## src/rtl/id_ex_pipe_pkg.sv

```systemverilog
// Shared definitions for the ID/EX stage: control bundle layout, bubble encoding,
// decoder opcodes and the "instruction reads rt" predicate.
package id_ex_pipe_pkg;

    localparam int unsigned CTRL_W = 10;

    localparam int unsigned CTRL_REG_DST    = 9;
    localparam int unsigned CTRL_MEM_TO_REG = 8;
    localparam int unsigned CTRL_ALU_OP_HI  = 7;
    localparam int unsigned CTRL_ALU_OP_LO  = 6;
    localparam int unsigned CTRL_MEM_READ   = 5;
    localparam int unsigned CTRL_MEM_WRITE  = 4;
    localparam int unsigned CTRL_ALU_SRC    = 3;
    localparam int unsigned CTRL_REG_WRITE  = 2;
    localparam int unsigned CTRL_BRANCH     = 1;
    localparam int unsigned CTRL_JUMP       = 0;

    localparam logic [CTRL_W-1:0] CTRL_BUBBLE = 10'b0;

    localparam logic [5:0] OP_RTYPE = 6'h00;
    localparam logic [5:0] OP_J     = 6'h02;
    localparam logic [5:0] OP_BEQ   = 6'h04;
    localparam logic [5:0] OP_ADDI  = 6'h08;
    localparam logic [5:0] OP_LW    = 6'h23;
    localparam logic [5:0] OP_SW    = 6'h2B;

    // rt is a source operand for R-type (reg_dst), stores and branches.
    function automatic logic uses_rt(input logic [CTRL_W-1:0] ctrl);
        return ctrl[CTRL_REG_DST] | ctrl[CTRL_MEM_WRITE] | ctrl[CTRL_BRANCH];
    endfunction

endpackage

```

## src/rtl/id_ex_pipe_hazard_detect.sv

```systemverilog
// Load-use hazard detection and front-end (PC, IF/ID) write enables.
module id_ex_pipe_hazard_detect #(
    parameter int unsigned REG_ADDR_W = 5
) (
    input  logic                  ex_valid,
    input  logic                  ex_mem_read,
    input  logic [REG_ADDR_W-1:0] ex_rt,
    input  logic                  id_valid,
    input  logic                  id_uses_rt,
    input  logic [REG_ADDR_W-1:0] id_rs,
    input  logic [REG_ADDR_W-1:0] id_rt,
    input  logic                  flush,
    input  logic                  hold,
    output logic                  lu,
    output logic                  pc_write,
    output logic                  if_id_write
);

    logic rs_match;
    logic rt_match;

    always_comb begin
        rs_match    = (ex_rt == id_rs);
        rt_match    = (ex_rt == id_rt) & id_uses_rt;
        lu          = ex_valid & ex_mem_read & (ex_rt != '0) & id_valid & (rs_match | rt_match);
        // A redirect must always proceed, even over a stall.
        pc_write    = flush | ~(lu | hold);
        if_id_write = pc_write;
    end

endmodule

```

## src/rtl/id_ex_pipe.sv

```systemverilog
// ID/EX pipeline register with load-use bubble insertion, flush, external hold
// and a saturating bubble counter.
module id_ex_pipe
    import id_ex_pipe_pkg::*;
#(
    parameter int unsigned DATA_W     = 32,
    parameter int unsigned REG_ADDR_W = 5,
    parameter int unsigned CNT_W      = 16
) (
    input  logic                  clk,
    input  logic                  reset_n,
    input  logic [CTRL_W-1:0]     id_ctrl,
    input  logic                  id_valid,
    input  logic [DATA_W-1:0]     id_pc4,
    input  logic [DATA_W-1:0]     id_rd1,
    input  logic [DATA_W-1:0]     id_rd2,
    input  logic [DATA_W-1:0]     id_imm,
    input  logic [REG_ADDR_W-1:0] id_rs,
    input  logic [REG_ADDR_W-1:0] id_rt,
    input  logic [REG_ADDR_W-1:0] id_rd,
    input  logic [5:0]            id_funct,
    input  logic [4:0]            id_shamt,
    input  logic                  flush,
    input  logic                  hold,
    output logic [CTRL_W-1:0]     ex_ctrl,
    output logic                  ex_valid,
    output logic [DATA_W-1:0]     ex_pc4,
    output logic [DATA_W-1:0]     ex_rd1,
    output logic [DATA_W-1:0]     ex_rd2,
    output logic [DATA_W-1:0]     ex_imm,
    output logic [REG_ADDR_W-1:0] ex_rs,
    output logic [REG_ADDR_W-1:0] ex_rt,
    output logic [REG_ADDR_W-1:0] ex_rd,
    output logic [5:0]            ex_funct,
    output logic [4:0]            ex_shamt,
    output logic                  pc_write,
    output logic                  if_id_write,
    output logic [CNT_W-1:0]      bubble_cnt
);

    localparam logic [CNT_W-1:0] CNT_MAX = '1;

    logic lu;
    logic id_uses_rt;

    assign id_uses_rt = uses_rt(id_ctrl);

    id_ex_pipe_hazard_detect #(
        .REG_ADDR_W (REG_ADDR_W)
    ) u_hazard_detect (
        .ex_valid    (ex_valid),
        .ex_mem_read (ex_ctrl[CTRL_MEM_READ]),
        .ex_rt       (ex_rt),
        .id_valid    (id_valid),
        .id_uses_rt  (id_uses_rt),
        .id_rs       (id_rs),
        .id_rt       (id_rt),
        .flush       (flush),
        .hold        (hold),
        .lu          (lu),
        .pc_write    (pc_write),
        .if_id_write (if_id_write)
    );

    // Control/valid: reset > flush > hold > bubble > load.
    always_ff @(posedge clk) begin
        if (!reset_n) begin
            ex_ctrl  <= CTRL_BUBBLE;
            ex_valid <= 1'b0;
        end else if (flush) begin
            ex_ctrl  <= CTRL_BUBBLE;
            ex_valid <= 1'b0;
        end else if (hold) begin
            ex_ctrl  <= ex_ctrl;
            ex_valid <= ex_valid;
        end else if (lu) begin
            ex_ctrl  <= CTRL_BUBBLE;
            ex_valid <= 1'b0;
        end else begin
            ex_ctrl  <= id_valid ? id_ctrl : CTRL_BUBBLE;
            ex_valid <= id_valid;
        end
    end

    // Datapath fields only move on a real load; flushes and bubbles leave them stale.
    always_ff @(posedge clk) begin
        if (!reset_n) begin
            ex_pc4   <= '0;
            ex_rd1   <= '0;
            ex_rd2   <= '0;
            ex_imm   <= '0;
            ex_rs    <= '0;
            ex_rt    <= '0;
            ex_rd    <= '0;
            ex_funct <= '0;
            ex_shamt <= '0;
        end else if (!flush && !hold && !lu) begin
            ex_pc4   <= id_pc4;
            ex_rd1   <= id_rd1;
            ex_rd2   <= id_rd2;
            ex_imm   <= id_imm;
            ex_rs    <= id_rs;
            ex_rt    <= id_rt;
            ex_rd    <= id_rd;
            ex_funct <= id_funct;
            ex_shamt <= id_shamt;
        end
    end

    always_ff @(posedge clk) begin
        if (!reset_n) begin
            bubble_cnt <= '0;
        end else if (!flush && !hold && lu && (bubble_cnt != CNT_MAX)) begin
            bubble_cnt <= bubble_cnt + CNT_W'(1);
        end
    end

endmodule

```

## config.mk

```make
export PLATFORM = sky130hd
export DESIGN_NAME = id_ex_pipe
export DESIGN_NICKNAME = d
export VERILOG_FILES = /design/src/rtl/id_ex_pipe_pkg.sv /design/src/rtl/id_ex_pipe_hazard_detect.sv /design/src/rtl/id_ex_pipe.sv
export SDC_FILE = /design/constraint.sdc
export NUM_CORES = 1
export LEC_CHECK = 0
export BUFFER_PORTS_ARGS = -buffer_cell sky130_fd_sc_hd__buf_4
export CAP_MARGIN = 10
export CORE_AREA = 5 5 133 135
export DETAILED_ROUTE_END_ITERATION = 12
export DIE_AREA = 0 0 138 140
export GPL_TIMING_DRIVEN = 0
export MAX_ROUTING_LAYER = met4
export PLACE_DENSITY = 0.76
export SLEW_MARGIN = 20
export SYNTH_ARGS = -nofsm -noshare
export SYNTH_HDL_FRONTEND = slang
export SYNTH_SLANG_ARGS = --single-unit
```

## constraint.sdc

```tcl
create_clock -name clk -period 7.9 [get_ports clk]
set_input_delay 2.37 -clock clk [delete_from_list [all_inputs] [get_ports clk]]
set_output_delay 2.37 -clock clk [all_outputs]
set_load 0.1 [all_outputs]
```

Yosys cells after proc, flatten, opt, wreduce, memory -nomap -nowiden
Cells that the tools add are included.
- register bits: 181
- latch bits: 0
- RAM bits: 0
- bits in read-only memories: 0
- bits of input ports: 169
- output and inout bits: 183
- word-level logic and storage cells: 40
- memories: 0
- add/subtract/negate cells: 1
- $mul: 0
- div/mod/pow operators: 0
- $lt $le $gt $ge: 0
- equal/unequal tests: 3
- shift-type cells: 0
- mux-type cells: 3
- bitwise operators: 12
- reduce and logical (&&, ||, !) cells: 9
- operator list (kind ; number):
    10-bit 2-to-1 mux ; 2
    16-bit by 1-bit adder with 16-bit output, second input constant ; 1
    16-bit != test, second input constant ; 1
    5-bit == test ; 2
    1-bit AND ; 5
    1-bit bitwise OR ; 5
    5-bit nonzero test ; 1
    1-bit logical AND ; 4
    1-bit zero test ; 3
    1-bit inverter ; 2
    2-bit OR reduction ; 1
    1-bit 2-to-1 mux ; 1

Depth between registers and ports, before layout
Gate-level depths: netlist (run 1).
- depth in word-level cells: 8
- depth in mapped cells: 9
- depth with buffers taken out: 7

By module
From an unflattened synthesis (run 1), not the netlist that was laid out.
- cell total of the unflattened synthesis: 827
- area, all modules: 6558.8 um2
- modules (own cells, without submodules) (module ; instances ; cells each ; area an instance (um2)):
    id_ex_pipe ; 1 ; 807 ; 6398.6
    id_ex_pipe_hazard_detect ; 1 ; 20 ; 160.2

Least setup slack after synthesis (run 1)
Ideal clock, no wire load.
- path type: input port to output port
- from: in id_rt[1]
- to: out pc_write
- arrival: 4.061 ns
- slack: 1.469 ns
- cell stages on the path: 7
- buffers on the path: 2
- path through: xnor2_1 -> nand4_1 -> o22ai_1 -> clkbuf_1 -> a21oi_1 -> or2_2 -> buf_4
- longest elaborated chain between the ends: 7
- ends and longest elaborated chain (item ; line ; source):
    start: declaration ; id_ex_pipe.sv:19 ; input logic [REG_ADDR_W-1:0] id_rt,
    5-bit == test ; id_ex_pipe_hazard_detect.sv:24 ; rt_match = (ex_rt == id_rt) & id_uses_rt;
    1-bit AND ; id_ex_pipe_hazard_detect.sv:24 ;
    1-bit bitwise OR ; id_ex_pipe_hazard_detect.sv:25 ; lu = ex_valid & ex_mem_read & (ex_rt != '0) & id_valid & (rs_match | rt_match);
    1-bit AND ; id_ex_pipe_hazard_detect.sv:25 ;
    1-bit bitwise OR ; id_ex_pipe_hazard_detect.sv:27 ; pc_write = flush | ~(lu | hold);
    1-bit inverter ; id_ex_pipe_hazard_detect.sv:27 ;
    1-bit bitwise OR ; id_ex_pipe_hazard_detect.sv:27 ;
    end: declaration ; id_ex_pipe.sv:36 ; output logic pc_write,
Every way passes these cells.

Worst setup path in the final report (run 1)
- from: in id_rt[4]
- to: out pc_write
Same word-level chain as after synthesis.

==> impl_metrics.toml, run 1 <==
[grt]
grt_max_degree = 17
antenna_found_initial = 0
grt_pass1_vias = 7138
grt_pass1_wl_um = 38400
grt_overflow = 0
grtUsageTotal_pct = 25.3

[pwr]
seq_power_share_pct = 40.5
p_switching_mw = 0.789
powerDensity_mw_per_mm2 = 231
pwr-share-clk_pct = 36.9
combPwrFrac_pct = 22.6
p_leak_nw = 4.52
ir_drop_mv = 0.148
netSwitchingFraction_pct = 32.8
p_total_mw = 2.41
p_int_mw = 1.62

[final_layout]
most-common-layout-cells = "355 x buf_4, 181 x dfxtp_1, 154 x nand3_1, 152 x nand2_1, 95 x o21ai_0"
fill_cells = 1481
layout_commonest_cell = "buf_4"
seq_area_mm2 = 0.00362
multi_input_area_mm2 = 0.00287
area_growth_pct = 50.9
antenna_cells = 0
drive_gt1_share_pct = 34.9
nets = 1357
utilization_pct = 63.9

[route]
vias_per_cell = 5.13
drc = 0
ant_nets = 0
drt_iter0_drc = 346
routed_wl_um = 24700
vias = 7291
firstDrtPassIters = 4
wl_per_cell_um = 17.4

[synth]
synth_fa_ha_area_share_pct = 0.181
synth_compound_area_share_pct = 13.8
synth_area_mm2 = 0.00692
synth-simple-area-share_pct = 23.3
synthXorXnorAreaFrac_pct = 2.28
synth_cell_types = 40
synthFlopType = "dfxtp_1"
synth_top_family_by_area = "simple AND/OR/NAND/NOR gates"
synthMuxAreaShare_pct = 1.88
synth-seq-cells = 181
async_flop_share_pct = 0
yosys_warnings = 0
synth_edf_count = 0
syn_area_per_cell_um2 = 8.46
synthCells = 818
syn_nets = 988
ys_seq_area_share_pct = 52.3

[sta]
layout_setup_ws_ns = 1.27
hold_viol = 0
holdWs_ns = 0.447
fmax_mhz = 151
slew_violations = 0
fin_crit_ns = 6.63
setup_viol = 0
rsz0062_at_grt = "no"
fin_crit_sh_pct = 83.9
finalSetupTns_ns = 0
worstMarginPinSlew_ns = 0.634
finalClockSkew_ns = 0.00820
slew_headroom_pct = 57.7

[clock_tree]
cts_sinks = 181
clock_path_buffers = 2
cts_tree = "yes"
cts_root_buffer = "clkbuf_16"
postCtsSetupBuffers = 0
clk_pin_slew_worst_paths_ns = 0.06
cts-resized-gates = 0
h-tree-depth = 4
postCtsHoldBufs = 0
clkLatencyLatePin_ns = 0.43
cts_buffers = 17

[die]
io_pins = 352
die_x_um = 138
fp.coreArea_mm2 = 0.0163
die_area_mm2 = 0.0193
die_h_um = 140
core.rowCount = 47
start_util_pct = 42.4

[placement]
place_ws_ns = 1.25
place.gp.congestion = 0.875
io_buffers = 350
hpwlAfterDp_um = 18900

[setup_path]
worstPathMaxFanout = 10
rrSetupSlack_ns = 5.36
crit_top_cell = "buf_4"
crit_slowest_cell = "clkbuf_1"
crit_arrival_ns = 4.26
path_cells = "buf_4 -> xnor2_1 -> nand4_1 -> o22ai_1 -> clkbuf_1 -> a21oi_1 -> or2_2 -> buf_4 -> buf_4"
start_kind = "input pin"
worstPathRequired_ns = 5.53
slowest_delay_ns = 0.40
timing_worst_setup_path_type = "in2out"
endpoint_kind = "primary output"

[run_status]
status = "complete, no violations"

[flow_run]
cap_violations = 0

[min_path]
min_path_type = "reg2reg"
[cells in the mapped netlist, types with 2 or more instances]
master	instances	area (um^2)
and3_1	7	43.8
a211oi_1	3	22.5
dfxtp_1	181	3620
a21oi_1	4	20.0
or2_2	3	18.8
nor3b_1	2	15.0
a22o_1	10	87.6
nand2_1	152	571
xor2_1	5	43.8
nand2b_1	2	12.5
nor2_1	22	82.6
xnor2_1	13	114
inv_1	3	11.3
buf_4	5	37.5
nor3_1	2	10.0
clkbuf_1	45	169
inv_2	2	7.51
mux2i_1	13	130
or4_1	2	15.0
buf_6	14	158
nand3_1	154	771
nand4_1	2	12.5
and2_1	2	12.5
clkbuf_2	6	30.0
o21ai_0	95	475
o31ai_1	3	22.5
o21ai_1	50	250
buf_2	4	20.0
[layout make-up]
class / instances / share of cell area [%]
Clock buffer: 22 / 4.54
Buffer: 74 / 3.96
Timing Repair Buffer: 350 / 25.2
Inverter: 5 / 0.180
Multi-Input combinational cell: 558 / 27.5
Sequential cell: 181 / 34.7
Tap cell: 220 / 2.64
Clock inverter: 10 / 1.39
[per-layer routing]
layer / vias to the layer above / global-route usage [%] / wire length, um
met4: 0 / 10.1 / 837
li1: 3543 / - / -
met1: 3395 / 28.1 / 9700
met5: - / - / 0
met3: 60 / 7.84 / 1830
met2: 293 / 42.7 / 12300
[worst max-delay path: cells and delay by family]
| kind | cells | cell delay, ns |
|---|---|---|
| buffers and inverters | 4 | 0.88 |
| AO/OA/AOI/OAI | 2 | 0.45 |
| XOR/XNOR | 1 | 0.16 |
| AND/OR/NAND/NOR | 2 | 0.41 |
[registers in the layout, summed over array words and instances (netlist names)]
name        cells
ex_rd2         32
ex_pc4         32
ex_valid        1
ex_rd1         32
ex_ctrl        10
ex_funct        6
ex_rs           5
bubble_cnt     16
ex_rd           5
ex_imm         32
ex_shamt        5
ex_rt           5
[cell families (layout without fill, tap and decap cells)]
group / Yosys count / count (layout)
and+or+nand+nor: 356 / 356
xor gates and xnor gates: 18 / 18
AOI/OAI and AO/OA: 170 / 170
muxes: 13 / 13
DFF: 181 / 181
buffers and inverters: 79 / 461
adders and majority gates: 1 / 1
[power groups by stage]
stage / logic, mW / registers [mW] / clock network [mW]
final: 0.545 / 0.975 / 0.889
after global routing: 0.568 / 0.979 / 0.942
after CTS: 0.547 / 0.975 / 0.906
after detailed placement: 0.546 / 0.995 / 0
after global placement: 0.544 / 0.994 / 0
after floorplan: 0.0970 / 1.27 / 0
[path summary, 6_finish.rpt]
path / from / to / cells past startpoint
worst min register to register: ex_rd2[15] / ex_rd2[15] / 2
worst min-delay path: ex_rd2[15] / ex_rd2[15] / 2
worst max-delay path: id_rt[4] / pc_write / 9
worst max register to register: bubble_cnt[0] / bubble_cnt[13] / 8
[stage by stage]
step | area (um^2) | instances
after CTS | 10400 | 1420
after global routing | 10400 | 1420
final | 10400 | 1420
after global placement | 9830 | 1388
after detailed placement | 9830 | 1388
after floorplan | 6920 | 818
Power figures use the tool's default switching activity.
==> inputs of run 2 (changes only) <==
CORE_AREA = unset   (was 5 5 133 135)
CORE_MARGIN = 5   (was unset)
CORE_UTILIZATION = 41   (was unset)
DIE_AREA = unset   (was 0 0 138 140)
clock period = 5.6 ns   (was 7.9 ns; I/O delays follow)
==> run 2 against run 1 <==
Critical path depth stayed put. Cell count is 0.14% higher. Combinational power is 41% higher. Die area is 1.4% higher. Largest cell class unchanged.
==> impl_metrics.toml, run 2 (synthesis results as in run 1) <==
[setup_path]
crit_arrival_ns = 3.56
crit_path_start = "id_rt[1]"
endpoint_kind = "primary output"
reg2regPathDepth = 8
worstReg2RegStart = "bubble_cnt[0]"
start_kind = "input pin"
timing_worst_setup_path_type = "in2out"
worstPathRequired_ns = 3.92
worstPathMaxFanout = 10

[clock_tree]
cts_tree = "yes"
postCtsSetupBuffers = 0
cts_root_buffer = "clkbuf_16"
cts_buffers = 17
clock_path_buffers = 2
postCtsHoldBufs = 0
clkLatencyLatePin_ns = 0.43
clk_pin_slew_worst_paths_ns = 0.07
cts-resized-gates = 0
h-tree-depth = 4
cts_sinks = 181

[die]
io_pins = 352
die_area_mm2 = 0.0196
core.rowCount = 47
fp.coreArea_mm2 = 0.0166
die_x_um = 140
start_util_pct = 41.8
die_h_um = 140

[pwr]
seq_power_share_pct = 41.5
netSwitchingFraction_pct = 33.4
p_total_mw = 3.32
combPwrFrac_pct = 23.2
p_int_mw = 2.21
p_leak_nw = 4.50
pwr-share-clk_pct = 35.4
p_switching_mw = 1.11
powerDensity_mw_per_mm2 = 318
ir_drop_mv = 0.206

[final_layout]
drive_gt1_share_pct = 34.9
most-common-layout-cells = "355 x buf_4, 181 x dfxtp_1, 154 x nand3_1, 152 x nand2_1, 95 x o21ai_0"
finalNonFillerCells = 1422
nets = 1357
layout_commonest_cell = "buf_4"
area_growth_pct = 50.4
final_area_mm2 = 0.0104

[grt]
antenna_found_initial = 2
grt_pass1_wl_um = 37400
grt_overflow = 0
grtUsageTotal_pct = 24.8
grt_max_degree = 17
grt_pass1_vias = 6865

[placement]
hpwlAfterDp_um = 18800
place.gp.congestion = 0.888
post_dp_cell_area_mm2 = 0.00983
dp_cells = 1388
place_ws_ns = 0.374
io_buffers = 350

[route]
vias_per_cell = 5.07
routed_wl_um = 24500
ant_nets = 0
drc = 0
drt_iter0_drc = 380
vias = 7204
firstDrtPassIters = 4
wl_per_cell_um = 17.3

[sta]
fin_crit_sh_pct = 93.6
slew_headroom_pct = 50.8
setup_viol = 0
fmax_mhz = 191
hold_viol = 0
layout_setup_ws_ns = 0.357
worstMarginPinSlew_ns = 0.738
finalSetupTns_ns = 0
slew_violations = 0
fin_crit_ns = 5.24
rsz0062_at_grt = "no"
finalClockSkew_ns = 0.0101

[min_path]
min_path_type = "reg2reg"
hold_start = "ex_rd2[11]"
hold_depth = 2

[run_status]
status = "complete, no violations"

[flow_run]
cap_violations = 0
run 2: path summary, 6_finish.rpt:
path,end,slack [ns]
setup / recovery,pc_write,0.36
hold reg to reg,ex_rd2[11],0.45
hold / removal,ex_rd2[11],0.45
setup reg to reg,bubble_cnt[13],3.06
run 2: per-layer routing:
layer | GRT usage, % | wire length (um) | vias up
met5 | - | 0 | -
met4 | 12.2 | 1030 | 0
met3 | 7.06 | 2040 | 66
met2 | 38.6 | 11600 | 310
met1 | 29.5 | 9840 | 3281
li1 | - | - | 3547
run 2: power groups by stage:
stage | combinational [mW] | sequential [mW] | clock, mW
finish | 0.768 | 1.37 | 1.17
global route | 0.800 | 1.38 | 1.26
CTS | 0.772 | 1.37 | 1.20
detailed placement | 0.770 | 1.40 | 0
global placement | 0.768 | 1.40 | 0
floorplan | 0.137 | 1.80 | 0
run 2: critical path, stage by stage:
cell      delay, ns
buf_4          0.12
xnor2_1        0.13
nand4_1        0.11
o22ai_1        0.35
clkbuf_1       0.40
a21oi_1        0.11
or2_2          0.30
buf_4          0.13
buf_4          0.22
run 2: final cells by class:
type / count / area (um^2)
plain buffers: 74 / 414
flip-flops and latches: 181 / 3620
clock buffers: 23 / 488
inverters: 5 / 18.8
multi-input cells: 558 / 2870
clock inverters: 9 / 92.6
repair buffers: 350 / 2630
fillers: 1485 / 6170
diodes: 2 / 5.00
well taps: 220 / 275
run 2: through the flow:
step | util, % | hold slack [ns]
floorplan | - | 0.521
global placement | 59.3 | 0.436
detailed placement | 59.3 | 0.442
CTS | 62.8 | 0.451
global route | 62.8 | 0.464
finish | 62.8 | 0.449
